==> src/rtl/aes_uart_pkg.sv <==
// Shared constants, bit-engine state type and baud helper for the AES UART
// transmit and receive paths.
package aes_uart_pkg;

    localparam int unsigned BLOCK_BYTES = 16;
    localparam int unsigned BLOCK_W     = 128;

    typedef enum logic [2:0] {IDLE, START, DATA, STOP, GAP} tx_state_t;

    function automatic int unsigned clks_per_bit(input int unsigned clk_freq,
                                                 input int unsigned baud);
        return clk_freq / baud;
    endfunction

endpackage

==> src/rtl/aes_block_uart_tx_if.sv <==
// Block handshake between the AES core output and the UART block serializer.
interface aes_block_uart_tx_if;
    import aes_uart_pkg::*;

    logic [BLOCK_W-1:0] block_in;
    logic               block_valid;
    logic               block_ready;

    modport master (output block_in, output block_valid, input block_ready);
    modport slave  (input block_in, input block_valid, output block_ready);

endinterface

==> src/rtl/uart_tx_byte.sv <==
// Single-byte 8N1 serializer. A start seen in the last stop-bit cycle chains
// the next frame with no idle cycle in between.
module uart_tx_byte
    import aes_uart_pkg::*;
#(
    parameter int unsigned CLKS_PER_BIT = 868
) (
    input  logic       clk,
    input  logic       rst_n,
    input  logic       start,
    input  logic [7:0] data,
    output logic       tx,
    output logic       busy,
    output logic       frame_done
);

    localparam int unsigned CNT_W = (CLKS_PER_BIT > 1) ? $clog2(CLKS_PER_BIT) : 1;
    localparam logic [CNT_W-1:0] CNT_MAX = CNT_W'(CLKS_PER_BIT - 1);

    tx_state_t        state_q;
    logic [CNT_W-1:0] baud_cnt_q;
    logic [2:0]       bit_idx_q;
    logic [7:0]       shreg_q;
    logic             tx_q;
    logic             bit_end;

    assign bit_end = (baud_cnt_q == CNT_MAX);

    always_ff @(posedge clk) begin
        if (!rst_n) begin
            state_q    <= IDLE;
            baud_cnt_q <= '0;
            bit_idx_q  <= '0;
            shreg_q    <= '0;
            tx_q       <= 1'b1;
        end else begin
            baud_cnt_q <= (state_q == IDLE || bit_end) ? '0 : baud_cnt_q + 1'b1;
            unique case (state_q)
                IDLE: begin
                    if (start) begin
                        state_q <= START;
                        shreg_q <= data;
                        tx_q    <= 1'b0;
                    end
                end
                START: begin
                    if (bit_end) begin
                        state_q   <= DATA;
                        bit_idx_q <= '0;
                        tx_q      <= shreg_q[0];
                    end
                end
                DATA: begin
                    if (bit_end) begin
                        if (bit_idx_q == 3'd7) begin
                            state_q <= STOP;
                            tx_q    <= 1'b1;
                        end else begin
                            bit_idx_q <= bit_idx_q + 3'd1;
                            shreg_q   <= {1'b0, shreg_q[7:1]};
                            tx_q      <= shreg_q[1];
                        end
                    end
                end
                STOP: begin
                    if (bit_end) begin
                        if (start) begin
                            state_q <= START;
                            shreg_q <= data;
                            tx_q    <= 1'b0;
                        end else begin
                            state_q <= IDLE;
                        end
                    end
                end
                default: state_q <= IDLE;
            endcase
        end
    end

    assign tx         = tx_q;
    assign busy       = (state_q != IDLE);
    assign frame_done = (state_q == STOP) && bit_end;

endmodule

==> src/rtl/aes_block_uart_tx.sv <==
// Serializes a 128-bit AES block as 16 UART frames, byte 0 = block_in[127:120],
// with optional idle gap between bytes and a valid/ready block handshake.
module aes_block_uart_tx
    import aes_uart_pkg::*;
#(
    parameter int unsigned CLK_FREQ     = 100_000_000,
    parameter int unsigned BAUD_RATE    = 115200,
    parameter int unsigned CLKS_PER_BIT = clks_per_bit(CLK_FREQ, BAUD_RATE),
    parameter int unsigned GAP_BITS     = 0
) (
    input  logic                clk,
    input  logic                rst_n,
    aes_block_uart_tx_if.slave  blk,
    output logic                tx,
    output logic                busy,
    output logic                done
);

    localparam int unsigned GAP_CYCLES = GAP_BITS * CLKS_PER_BIT;
    localparam int unsigned GAP_W      = (GAP_CYCLES > 1) ? $clog2(GAP_CYCLES) : 1;
    localparam logic [GAP_W-1:0] GAP_LAST = GAP_W'((GAP_CYCLES > 0) ? GAP_CYCLES - 1 : 0);
    localparam int unsigned IDX_W      = $clog2(BLOCK_BYTES);
    localparam logic [IDX_W-1:0] LAST_BYTE = IDX_W'(BLOCK_BYTES - 1);
    localparam bit NO_GAP = (GAP_BITS == 0);

    typedef enum logic [1:0] {SeqIdle, SeqLaunch, SeqSend, SeqGap} seq_state_t;

    seq_state_t         seq_q;
    logic [BLOCK_W-1:0] block_q;
    logic [IDX_W-1:0]   byte_idx_q;
    logic [GAP_W-1:0]   gap_cnt_q;
    logic               ready_q;
    logic               busy_q;
    logic               done_q;

    logic accept;
    logic last_byte;
    logic byte_start;
    logic byte_busy;
    logic frame_done;

    assign accept    = blk.block_valid && ready_q;
    assign last_byte = (byte_idx_q == LAST_BYTE);

    // The engine latches block_q's top byte on byte_start; block_q shifts on the same edge.
    assign byte_start = (seq_q == SeqLaunch && !byte_busy)
                     || (seq_q == SeqSend && frame_done && !last_byte && NO_GAP)
                     || (seq_q == SeqGap && gap_cnt_q == GAP_LAST);

    always_ff @(posedge clk) begin
        if (!rst_n) begin
            seq_q      <= SeqIdle;
            block_q    <= '0;
            byte_idx_q <= '0;
            gap_cnt_q  <= '0;
            ready_q    <= 1'b1;
            busy_q     <= 1'b0;
            done_q     <= 1'b0;
        end else begin
            done_q <= 1'b0;
            if (byte_start) begin
                block_q <= block_q << 8;
            end
            unique case (seq_q)
                SeqIdle: begin
                    if (accept) begin
                        block_q    <= blk.block_in;
                        byte_idx_q <= '0;
                        ready_q    <= 1'b0;
                        busy_q     <= 1'b1;
                        seq_q      <= SeqLaunch;
                    end
                end
                SeqLaunch: begin
                    if (byte_start) begin
                        seq_q <= SeqSend;
                    end
                end
                SeqSend: begin
                    if (frame_done) begin
                        if (last_byte) begin
                            seq_q   <= SeqIdle;
                            done_q  <= 1'b1;
                            busy_q  <= 1'b0;
                            ready_q <= 1'b1;
                        end else begin
                            byte_idx_q <= byte_idx_q + 1'b1;
                            if (!NO_GAP) begin
                                seq_q     <= SeqGap;
                                gap_cnt_q <= '0;
                            end
                        end
                    end
                end
                SeqGap: begin
                    if (byte_start) begin
                        seq_q <= SeqSend;
                    end else begin
                        gap_cnt_q <= gap_cnt_q + 1'b1;
                    end
                end
            endcase
        end
    end

    uart_tx_byte #(
        .CLKS_PER_BIT(CLKS_PER_BIT)
    ) u_byte (
        .clk        (clk),
        .rst_n      (rst_n),
        .start      (byte_start),
        .data       (block_q[BLOCK_W-1 -: 8]),
        .tx         (tx),
        .busy       (byte_busy),
        .frame_done (frame_done)
    );

    assign blk.block_ready = ready_q;
    assign busy            = busy_q;
    assign done            = done_q;

endmodule

==> src/flat_wrapper.sv <==
// flat-port wrapper written by rule: the top's interface ports become plain ports
module aes_block_uart_tx_flat import aes_uart_pkg::*;
#(
    parameter int unsigned CLK_FREQ     = 100_000_000,
    parameter int unsigned BAUD_RATE    = 115200,
    parameter int unsigned CLKS_PER_BIT = clks_per_bit(CLK_FREQ, BAUD_RATE),
    parameter int unsigned GAP_BITS     = 0
)
  (clk, rst_n, tx, busy, done, blk_block_in, blk_block_valid, blk_block_ready);
  aes_block_uart_tx_if blk_i ();
  input  logic clk;
  input  logic rst_n;
  output logic tx;
  output logic busy;
  output logic done;
  input wire logic [$bits(blk_i.block_in)-1:0] blk_block_in;
  input wire logic [$bits(blk_i.block_valid)-1:0] blk_block_valid;
  output wire logic [$bits(blk_i.block_ready)-1:0] blk_block_ready;
  assign blk_i.block_in = blk_block_in;
  assign blk_i.block_valid = blk_block_valid;
  assign blk_block_ready = blk_i.block_ready;
  aes_block_uart_tx #(.CLK_FREQ(CLK_FREQ), .BAUD_RATE(BAUD_RATE), .CLKS_PER_BIT(CLKS_PER_BIT), .GAP_BITS(GAP_BITS)) u_core (.clk(clk), .rst_n(rst_n), .blk(blk_i), .tx(tx), .busy(busy), .done(done));
endmodule
==> config.mk <==
export PLATFORM = sky130hd
export DESIGN_NAME = aes_block_uart_tx_flat
export DESIGN_NICKNAME = d
export VERILOG_FILES = /design/src/rtl/aes_uart_pkg.sv /design/src/rtl/aes_block_uart_tx_if.sv /design/src/rtl/uart_tx_byte.sv /design/src/rtl/aes_block_uart_tx.sv /design/src/flat_wrapper.sv
export SDC_FILE = /design/constraint.sdc
export NUM_CORES = 1
export LEC_CHECK = 0
export CAP_MARGIN = 10
export CORE_AREA = 10 10 126 128
export DETAILED_ROUTE_END_ITERATION = 6
export DIE_AREA = 0 0 136 138
export PLACE_DENSITY = 0.88
export SYNTH_ARGS = -nofsm -noshare
export SYNTH_HDL_FRONTEND = slang
export SYNTH_SLANG_ARGS = --single-unit
==> constraint.sdc <==
create_clock -name clk -period 2.02 [get_ports clk]
set_input_delay 0.303 -clock clk [delete_from_list [all_inputs] [get_ports clk]]
set_output_delay 0.303 -clock clk [all_outputs]
set_load 0.01 [all_outputs]
==> results.tsv, run 1 <==
stage	metric	value	unit
global_route	global route overflow	0	
setup_path	cell with the largest stage delay on the worst path	dfxtp_2	
timing	final slew viol count	0	
clocking	clock buffer depth	2	
setup_path	critical path launch point type	flop	
detailed_routing	detailed-routing wirelength on met1	7930	um
placement	Port Buf Inserts	134	
clocking	Clk pin slew, worst setup/hold paths	0.06	ns
floorplan	Core Region	13500	um^2
timing	achievable clock frequency	517	MHz
floorplan	effective utilization at floorplan	50.9	%
timing	Min Hold Slack	0.441	ns
detailed_routing	Wirelength per Cell	17.7	um
timing	Clock Skews	0.00951	ns
setup_path	Cell Chain, Critical Path	inv_1 > ha_1 > nor2b_1 > o21a_2 > a31o_4 > buf_12 > a32oi_1 > nand2_1	
floorplan	DIE WIDTH	136	um
cells_and_area	# diodes	0	
power_and_ir_drop	worst ir drop on vdd	0.000779	V
cells_and_area	NumNets Final	1023	
global_route	pin count of the biggest net entering global routing	76	
setup_path	kind of critical path	flop to flop	
placement	post-DP HPWL	12000	um
placement	RD Place Congestion	0.827	
timing	final hold viol count	0	
power_and_ir_drop	switching portion of total power	30.1	%
setup_path	family of cells with the greatest summed delay on the critical path	compound AO/OA/AOI/OAI gates	
yosys	count of flip-flops with a built-in enable after synthesis	0	
yosys	cell type with the highest aggregate area in the netlist	dfxtp_1	
min_path	path class of the lowest-slack min-delay path	flop to flop	
detailed_routing	routed length on met3	1200	um
setup_path	endpoint type of the worst setup path	flop	
setup_path	Arrival @ worst endpoint	2.23	ns
floorplan	# IOs	135	
setup_path	Worst Path Max Fanout	53	
placement	number of cells after detailed placement	1035	
clocking	TritonCTS Sinks	162	
yosys	number of instances in the synthesized netlist	766	
placement	cell area after placement	8450	um^2
timing	Worst Max-Slew Pin Slew	0.315	ns
cells_and_area	fraction of layout instances using a drive strength above 1	11.4	%
power_and_ir_drop	register share of total power	40.4	%
detailed_routing	post-detailed-route count of antenna-violating nets	0	
global_route	number of global-route vias before repair	5987	
detailed_routing	number of DRC markers after the initial detailed-route iteration	415	
yosys	Synth async-reset ratio	0	%
timing	Final Cycle Share	95.8	%
setup_path	crit-path max cell delay	0.36	ns
global_route	number of antenna violations at the first check in global routing	1	
timing	total negative setup slack	0	ns
detailed_routing	DR top layer	met5	
run_status	result of the run	completed	
detailed_routing	via count normalized by instance count	5.93	
cells_and_area	commonest non-fill, non-tap cells in the layout	159 x dfxtp_1, 145 x nand2_1, 134 x clkdlybuf4s50_1	
yosys	sequential element share of the synthesized area	47.2	%
power_and_ir_drop	static leakage power	3.84	nW
cells_and_area	multi-input combinational cell area	3280	um^2
global_route	first-pass GRT wire length	29100	um
detailed_routing	total number of vias	6386	
yosys	number of nets in the synthesized netlist	905	
cells_and_area	summed area of non-filler cells in the final layout	9270	um^2
clocking	Clock H-tree levels	4	
setup_path	WP buf/inv	2	
global_route	global router's overall resource usage	18.6	%
power_and_ir_drop	clock network fraction of design power	33.3	%
cells_and_area	synthesis-to-finish area growth	34.9	%
timing	final setup vio count	0	
detailed_routing	Post-Route WL	19100	um
yosys	Primary FF master, synth	dfxtp_1	
detailed_routing	met2 routed WL	9740	um
yosys	top post-synthesis cells by area	dfxtp_1 47%, a32oi_1 15%, nand3_1 9.2%	
power_and_ir_drop	sw power	2.92	mW
yosys	area share of the largest cell type after synthesis	47.2	%
clocking	cts bufs inserted	17	
detailed_routing	drt first pass iters	5	
power_and_ir_drop	pwr dens	1040	nW/um^2
floorplan	Site Rows	43	
clocking	CTS Root Cell	clkbuf_16	
cells_and_area	fill cell instance count of the final layout	1043	
floorplan	die outline height	138	um
clocking	clk_lat worst skew	0.42	ns
job	max-cap viol count	0	
yosys	total number of yosys warnings	0	
yosys	flops & latches, synth	162	
power_and_ir_drop	total power	9.68	mW
detailed_routing	DRC violation count after routing	0	
timing	shortest period the worst path allows	1.93	ns
timing	relative slew slack	78.8	%
yosys	Distinct cells, synth	43	
floorplan	Die Outline Area	18800	um^2
yosys	area of the mapped netlist	6870	um^2
power_and_ir_drop	Pint	6.76	mW
clocking	CTS tree	built	
cells_and_area	commonest non-fill, non-tap cell in the layout	dfxtp_1	
cells_and_area	Register Area	3250	um^2
power_and_ir_drop	proportion of power drawn by combinational gates	26.3	%
yosys	synthesized area divided by synthesized cell count	8.97	um^2
setup_path	critical path required time	2.32	ns
cells_and_area	non-filler cells in the finished layout	1077	
==> Yosys cell counts, types with 2 or more instances <==
cell / count
buf_4: 2
or3_1: 2
inv_1: 4
xnor2_1: 7
buf_6: 11
clkbuf_1: 35
a32o_1: 8
a21oi_1: 12
nor2_1: 22
nand4_1: 2
nand2_1: 145
and3_1: 6
a31o_2: 2
o21ai_0: 6
o21a_1: 2
buf_1: 8
xor2_1: 2
nor2b_1: 4
dfxtp_1: 162
nand3_1: 127
nor3_1: 4
ha_1: 8
or2_2: 7
nand2b_1: 3
a21o_1: 2
buf_2: 20
o211ai_1: 7
mux2i_1: 12
a32oi_1: 120
==> metrics by stage <==
step                      util [%]  setup WS (ns)
after floorplan                  -          0.167
after global placement        62.6          0.115
after detailed placement      62.6         0.0516
after CTS                     67.0         0.0186
after global routing          68.6      -0.000467
final                         68.6         0.0854
==> per-layer routing <==
metal  track usage, %  up-vias
met5                0        -
met3             6.38       17
li1                 -     3101
met2             30.5      181
met1             22.5     3085
met4             5.22        2
==> cell families after synthesis <==
group / after synthesis / synth area share [%]
simple gates: 326 / 21.6
compound gates: 168 / 20.8
flops: 162 / 47.2
buf+inv: 81 / 6.10
mux: 12 / 1.75
xor+xnor: 9 / 1.15
fa+ha+maj: 8 / 1.46
==> registers in the layout (all words and copies together) (netlist names) <==
| signal | cells |
|---|---|
| u_core.u_byte.baud_cnt_q | 10 |
| u_core.gap_cnt_q | 1 |
| u_core.block_q | 128 |
| u_core.u_byte.state_q | 2 |
| u_core.seq_q | 2 |
| u_core.byte_idx_q | 4 |
| u_core.u_byte.tx | 1 |
| u_core.u_byte.shreg_q | 8 |
| u_core.busy | 1 |
| u_core.done | 1 |
| u_core.u_byte.bit_idx_q | 3 |
| u_core.blk.block_ready | 1 |
==> worst reg2reg max path: stages, from the launching register on <==
cell     delay, ns
dfxtp_2       0.36
inv_1         0.07
ha_1          0.20
nor2b_1       0.14
o21a_2        0.24
a31o_4        0.25
buf_12        0.19
a32oi_1       0.29
nand2_1       0.09
==> timing repair <==
action / in CTS / in global routing
hold buffers: 0 / 0
resized for setup: 0 / 13
endpoints found under the setup margin: 0 / 133
setup buffers: 0 / 5
==> path summary, 6_finish.rpt <==
| path | startpoint | endpoint | slack (ns) | cells after the start |
|---|---|---|---|---|
| max | u_core.u_byte.state_q[0] | u_core.block_q[119] | 0.09 | 8 |
| min | u_core.gap_cnt_q | u_core.gap_cnt_q | 0.44 | 2 |
| max reg2reg | u_core.u_byte.state_q[0] | u_core.block_q[119] | 0.09 | 8 |
| min reg2reg | u_core.gap_cnt_q | u_core.gap_cnt_q | 0.44 | 2 |
==> final cells by class <==
class / count / area share (%)
Clock inverter: 9 / 1.09
Tap cell: 180 / 2.43
Timing Repair Buffer: 175 / 20.5
Inverter: 5 / 0.202
Sequential cell: 162 / 35.0
Multi-Input combinational cell: 523 / 35.4
Clock buffer: 23 / 5.37
==> power groups by stage <==
| stage | Clock, mW | Sequential [mW] | Combinational [mW] |
|---|---|---|---|
| 3_5_place_dp | 0 | 3.96 | 2.24 |
| 5_1_grt | 3.39 | 3.95 | 2.77 |
| 4_1_cts | 3.27 | 3.89 | 2.26 |
| 2_1_floorplan | 0 | 3.88 | 1.54 |
| 3_3_place_gp | 0 | 3.94 | 2.21 |
| 6_report | 3.22 | 3.91 | 2.55 |
No activity file was read; power rests on OpenSTA's default activity.
==> run 2, diff against run 1 <==
==> constraint.sdc (replaced) <==
create_clock -name clk -period 2.4 [get_ports clk]
set_input_delay 0.36 -clock clk [delete_from_list [all_inputs] [get_ports clk]]
set_output_delay 0.36 -clock clk [all_outputs]
set_load 0.01 [all_outputs]
==> run 2 against run 1 <==
  * Sequential power fell by 16%
  * Design area fell by 3.6%
  * Clock power down 18%
  * Combinational power shrank 26%
  * Cell count down 1.9%
  * First-iteration DRC count increased by 31%
  * Die area stayed put
  * Critical endpoint is now u_core.block_q[74]
  * Core utilization shrank 2.5 points
==> results.tsv, run 2 (synthesized netlist as in run 1, its figures left out) <==
stage	metric	value	unit
power_and_ir_drop	static leakage power	3.66	nW
global_route	pin count of the biggest net entering global routing	56	
setup_path	kind of critical path	flop to flop	
clocking	Clk pin slew, worst setup/hold paths	0.06	ns
cells_and_area	fraction of layout instances using a drive strength above 1	8.10	%
global_route	global route overflow	0	
floorplan	effective utilization at floorplan	50.9	%
run_status	result of the run	completed	
timing	final hold viol count	0	
placement	RD Place Congestion	0.796	
detailed_routing	number of DRC markers after the initial detailed-route iteration	542	
floorplan	DIE WIDTH	136	um
clocking	# resized after CTS	0	
clocking	TritonCTS Sinks	162	
timing	shortest period the worst path allows	2.16	ns
placement	post-DP HPWL	12300	um
placement	Port Buf Inserts	134	
job	max-cap viol count	0	
cells_and_area	# diodes	0	
min_path	depth of the worst hold-timing path	2	
timing	total negative setup slack	0	ns
power_and_ir_drop	worst ir drop on vdd	0.000460	V
timing	setup repair after global routing missed its margin	no	
timing	Clock Skews	0.00545	ns
clocking	clock buffer depth	2	
detailed_routing	total number of vias	6277	
detailed_routing	Post-Route WL	18200	um
clocking	Clock H-tree levels	4	
cells_and_area	biggest regs	u_core.block_q x128, u_core.u_byte.baud_cnt_q x10, u_core.u_byte.shreg_q x8	
floorplan	Core Region	13500	um^2
floorplan	die outline height	138	um
timing	Final Cycle Share	90.2	%
setup_path	Worst Path Max Fanout	55	
cells_and_area	fill cell instance count of the final layout	1056	
detailed_routing	post-detailed-route count of antenna-violating nets	0	
timing	final slew viol count	0	
cells_and_area	NumNets Final	1008	
global_route	number of antenna violations at the first check in global routing	0	
floorplan	# IOs	135	
detailed_routing	DRC violation count after routing	0	
setup_path	critical path launch point type	flop	
timing	Worst Max-Slew Pin Slew	0.485	ns
timing	relative slew slack	67.4	%
setup_path	critical path required time	2.77	ns
cells_and_area	flip-flop count of the largest register, all copies and words added	128	
timing	achievable clock frequency	462	MHz
clocking	Post CTS Setup Buffer Count	0	
power_and_ir_drop	total power	7.80	mW
clocking	cts bufs inserted	17	
global_route	number of global-route vias before repair	5876	
power_and_ir_drop	pwr dens	873	nW/um^2
clocking	CTS tree	built	
clocking	clk_lat worst skew	0.42	ns
timing	final setup vio count	0	
setup_path	count of cells along the worst register-to-register path	9	
cells_and_area	synthesis-to-finish area growth	30.0	%
clocking	CTS Root Cell	clkbuf_16	
detailed_routing	Wirelength per Cell	17.3	um
floorplan	Die Outline Area	18800	um^2
clocking	Hold-fix buffers, CTS	0	
cells_and_area	commonest non-fill, non-tap cells in the layout	162 x dfxtp_1, 145 x nand2_1, 134 x clkdlybuf4s50_1	
min_path	path class of the lowest-slack min-delay path	flop to flop	
floorplan	Site Rows	43	
setup_path	Arrival @ worst endpoint	2.53	ns
detailed_routing	via count normalized by instance count	5.94	
detailed_routing	drt first pass iters	5	
global_route	global router's overall resource usage	19.0	%
global_route	first-pass GRT wire length	29500	um
cells_and_area	commonest non-fill, non-tap cell in the layout	dfxtp_1	
cells_and_area	Most flops, register	u_core.block_q	
setup_path	endpoint type of the worst setup path	flop	
-- run 2: cell types whose count changed in the layout (fill, tap and decap cells not counted), moves of 2 or more --
cell       before  now
buf_6           2    0
a32oi_1       113  120
dfxtp_1       159  162
buf_4          21   16
clkbuf_16      20   17
buf_12         15   10
a32oi_2         7    0
clkinv_2        5    3
dfxtp_2         3    0
-- run 2: worst paths after layout --
check / startpoint / endpoint / slack [ns]
worst max-delay path: u_core.u_byte.state_q[0] / u_core.block_q[74] / 0.24
worst min-delay path: u_core.gap_cnt_q / u_core.gap_cnt_q / 0.44
worst max register to register: u_core.u_byte.state_q[0] / u_core.block_q[74] / 0.24
worst min register to register: u_core.gap_cnt_q / u_core.gap_cnt_q / 0.44
-- run 2: worst max-delay path, cell delays in order, from the launching register on --
cell and delay (ns):
dfxtp_1 0.38, inv_1 0.08, ha_1 0.21, nor2b_1 0.14
o21a_1 0.24, a31oi_4 0.31, buf_12 0.30, buf_12 0.23
nand3_1 0.11, nand2_1 0.06
-- run 2: metal layers --
layer / track usage, % / wire [um]
met1: 23.9 / 7920
met2: 29.5 / 8650
met5: 0 / 0
met3: 5.72 / 1230
met4: 7.91 / 440
-- run 2: report_power, final --
| group | internal (mW) | switching [mW] | total (mW) | leakage (nW) |
|---|---|---|---|---|
| Combinational | 0.793 | 1.09 | 1.89 | 2.06 |
| Sequential | 3.06 | 0.227 | 3.29 | 1.32 |
| Clock | 1.61 | 1.02 | 2.63 | 0.278 |
| Total | 5.46 | 2.34 | 7.80 | 3.66 |
-- run 2: layout make-up --
cell class              instances  area, um^2  share of cell area, %
well taps                     180         225                   2.52
inverters                       5        18.8                  0.210
clock inverters                 6        82.6                  0.924
multi-input cells             523        3230                   36.1
flip-flops and latches        162        3240                   36.3
clock buffers                  21         480                   5.38
repair buffers                160        1660                   18.6
-- run 2: through the flow --
| stage | cells | hold WS, ns | setup slack, ns | utilization [%] | cell area (um^2) |
|---|---|---|---|---|---|
| after detailed placement | 1030 | 0.432 | 0.177 | 62.0 | 8370 |
| after CTS | 1057 | 0.439 | 0.151 | 66.2 | 8940 |
| after global placement | 1030 | 0.420 | 0.248 | 62.0 | 8370 |
| after floorplan | 766 | 0.412 | 0.547 | - | 6870 |
| after global routing | 1057 | 0.464 | 0.0910 | 66.2 | 8940 |
| final | 1057 | 0.437 | 0.236 | 66.2 | 8940 |
==> run 3, diff against run 2 <==
--- a/config.mk
+++ b/config.mk
@@ -5,11 +5,13 @@
 export SDC_FILE = /design/constraint.sdc
 export NUM_CORES = 1
 export LEC_CHECK = 0
+export ABC_CLOCK_PERIOD_IN_PS = 2400
 export CAP_MARGIN = 10
 export CORE_AREA = 10 10 126 128
 export DETAILED_ROUTE_END_ITERATION = 6
 export DIE_AREA = 0 0 136 138
 export PLACE_DENSITY = 0.88
+export RECOVER_POWER = 100
 export SYNTH_ARGS = -nofsm -noshare
 export SYNTH_HDL_FRONTEND = slang
 export SYNTH_SLANG_ARGS = --single-unit
==> run 3 against run 2 <==
  * Sequential power is essentially flat
  * Die area is the same
  * Combinational power is essentially flat
  * Clock power is essentially flat
  * Clock skew is essentially flat
  * Global-route usage is the same
  * Power shrank 0.20%
  * Critical path type unchanged
==> results.tsv, run 3 (synthesized netlist as in run 1, its figures left out) <==
stage	metric	value	unit
run_status	result of the run	completed	
setup_path	Worst Path Max Fanout	19	
clocking	clk_lat worst skew	0.42	ns
power_and_ir_drop	worst ir drop on vdd	0.000460	V
timing	relative slew slack	20.7	%
floorplan	# IOs	135	
clocking	clock buffer depth	2	
timing	final slew viol count	0	
global_route	number of global-route vias before repair	5876	
detailed_routing	via count normalized by instance count	5.96	
clocking	Clock H-tree levels	4	
floorplan	DIE WIDTH	136	um
setup_path	critical path launch point type	flop	
timing	Clock Skews	0.00544	ns
detailed_routing	drt first pass iters	5	
detailed_routing	total number of vias	6296	
timing	Min Hold Slack	0.434	ns
floorplan	die outline height	138	um
cells_and_area	fill cell instance count of the final layout	1062	
timing	total negative setup slack	0	ns
setup_path	critical register-to-register path startpoint	u_core.u_byte.baud_cnt_q[0]	
placement	RD Place Congestion	0.796	
setup_path	Arrival @ worst endpoint	2.53	ns
setup_path	kind of critical path	flop to flop	
cells_and_area	biggest regs	u_core.block_q x128, u_core.u_byte.baud_cnt_q x10, u_core.u_byte.shreg_q x8	
detailed_routing	Wirelength per Cell	17.3	um
floorplan	Site Rows	43	
setup_path	endpoint type of the worst setup path	flop	
global_route	number of antenna violations at the first check in global routing	0	
timing	achievable clock frequency	463	MHz
power_and_ir_drop	total power	7.79	mW
placement	Port Buf Inserts	134	
min_path	path class of the lowest-slack min-delay path	flop to flop	
timing	shortest period the worst path allows	2.16	ns
floorplan	Core Region	13500	um^2
cells_and_area	summed area of non-filler cells in the final layout	8920	um^2
clocking	cts bufs inserted	17	
power_and_ir_drop	pwr dens	873	nW/um^2
cells_and_area	# diodes	0	
job	max-cap viol count	0	
clocking	CTS tree	built	
global_route	global router's overall resource usage	19.0	%
cells_and_area	commonest non-fill, non-tap cell in the layout	dfxtp_1	
timing	Final Cycle Share	90.1	%
setup_path	critical path required time	2.77	ns
timing	final setup vio count	0	
clocking	Clk pin slew, worst setup/hold paths	0.06	ns
clocking	CTS Root Cell	clkbuf_16	
detailed_routing	DRC violation count after routing	0	
floorplan	Die Outline Area	18800	um^2
min_path	Worst Min Path Start	u_core.gap_cnt_q	
detailed_routing	post-detailed-route count of antenna-violating nets	0	
timing	final hold viol count	0	
detailed_routing	Post-Route WL	18300	um
placement	number of cells after detailed placement	1030	
setup_path	Worst setup startpoint	u_core.u_byte.baud_cnt_q[0]	
cells_and_area	flip-flop count of the largest register, all copies and words added	128	
cells_and_area	fraction of layout instances using a drive strength above 1	7.87	%
cells_and_area	synthesis-to-finish area growth	29.8	%
timing	Worst Max-Slew Pin Slew	1.19	ns
timing	setup repair after global routing missed its margin	no	
detailed_routing	number of DRC markers after the initial detailed-route iteration	573	
clocking	TritonCTS Sinks	162	
cells_and_area	non-filler cells in the finished layout	1057	
placement	post-DP HPWL	12300	um
floorplan	effective utilization at floorplan	50.9	%
placement	cell area after placement	8370	um^2
cells_and_area	Most flops, register	u_core.block_q	
global_route	global route overflow	0	
power_and_ir_drop	static leakage power	3.66	nW
cells_and_area	commonest non-fill, non-tap cells in the layout	162 x dfxtp_1, 145 x nand2_1, 129 x clkdlybuf4s50_1	
cells_and_area	NumNets Final	1008	
global_route	pin count of the biggest net entering global routing	56	
global_route	first-pass GRT wire length	29500	um
-- run 3: final cells by class --
class | count | area [um^2] | area share, %
Clock buffer | 21 | 480 | 5.38
Clock inverter | 6 | 82.6 | 0.925
Inverter | 5 | 18.8 | 0.210
Multi-Input combinational cell | 523 | 3220 | 36.1
Sequential cell | 162 | 3240 | 36.3
Tap cell | 180 | 225 | 2.52
Timing Repair Buffer | 160 | 1650 | 18.5
-- run 3: timing repair --
action                     4_1_cts  5_1_grt
gates resized for setup          0        1
hold buffers                     0        0
buffers inserted                 0        0
setup endpoints to repair        0       13
-- run 3: worst max-delay path, cell delays in order (launching register included) --
cell	delay, ns
dfxtp_1	0.37
ha_1	0.24
nor4b_4	0.25
and3_2	0.34
a31o_4	0.38
clkbuf_2	0.27
a32oi_1	0.15
nand2_1	0.09
-- run 3: per-stage QoR --
stage               util, %  worst slack [ns]
floorplan                 -             0.547
global placement       62.0             0.248
detailed placement     62.0             0.177
CTS                    66.2             0.151
global route           66.1            0.0693
finish                 66.1             0.239
-- run 3: power breakdown --
group | leakage [nW] | total [mW] | internal [mW] | switching [mW]
registers | 1.32 | 3.29 | 3.06 | 0.226
logic | 2.06 | 1.87 | 0.781 | 1.09
clock network | 0.278 | 2.63 | 1.61 | 1.02
total | 3.66 | 7.79 | 5.45 | 2.34
-- run 3: per-layer routing --
layer  GRT usage [%]  wire length, um  part of all wire, %
met5               0                0                    0
met4            7.91              454                  2.5
met3            5.72             1190                  6.5
met2            29.5             8580                   47
met1            23.9             8040                   44
-- run 3: final timing paths --
path | end | slack, ns | depth (start not counted)
max reg2reg | u_core.block_q[118] | 0.24 | 7
min reg2reg | u_core.gap_cnt_q | 0.43 | 2
max | u_core.block_q[118] | 0.24 | 7
min | u_core.gap_cnt_q | 0.43 | 2
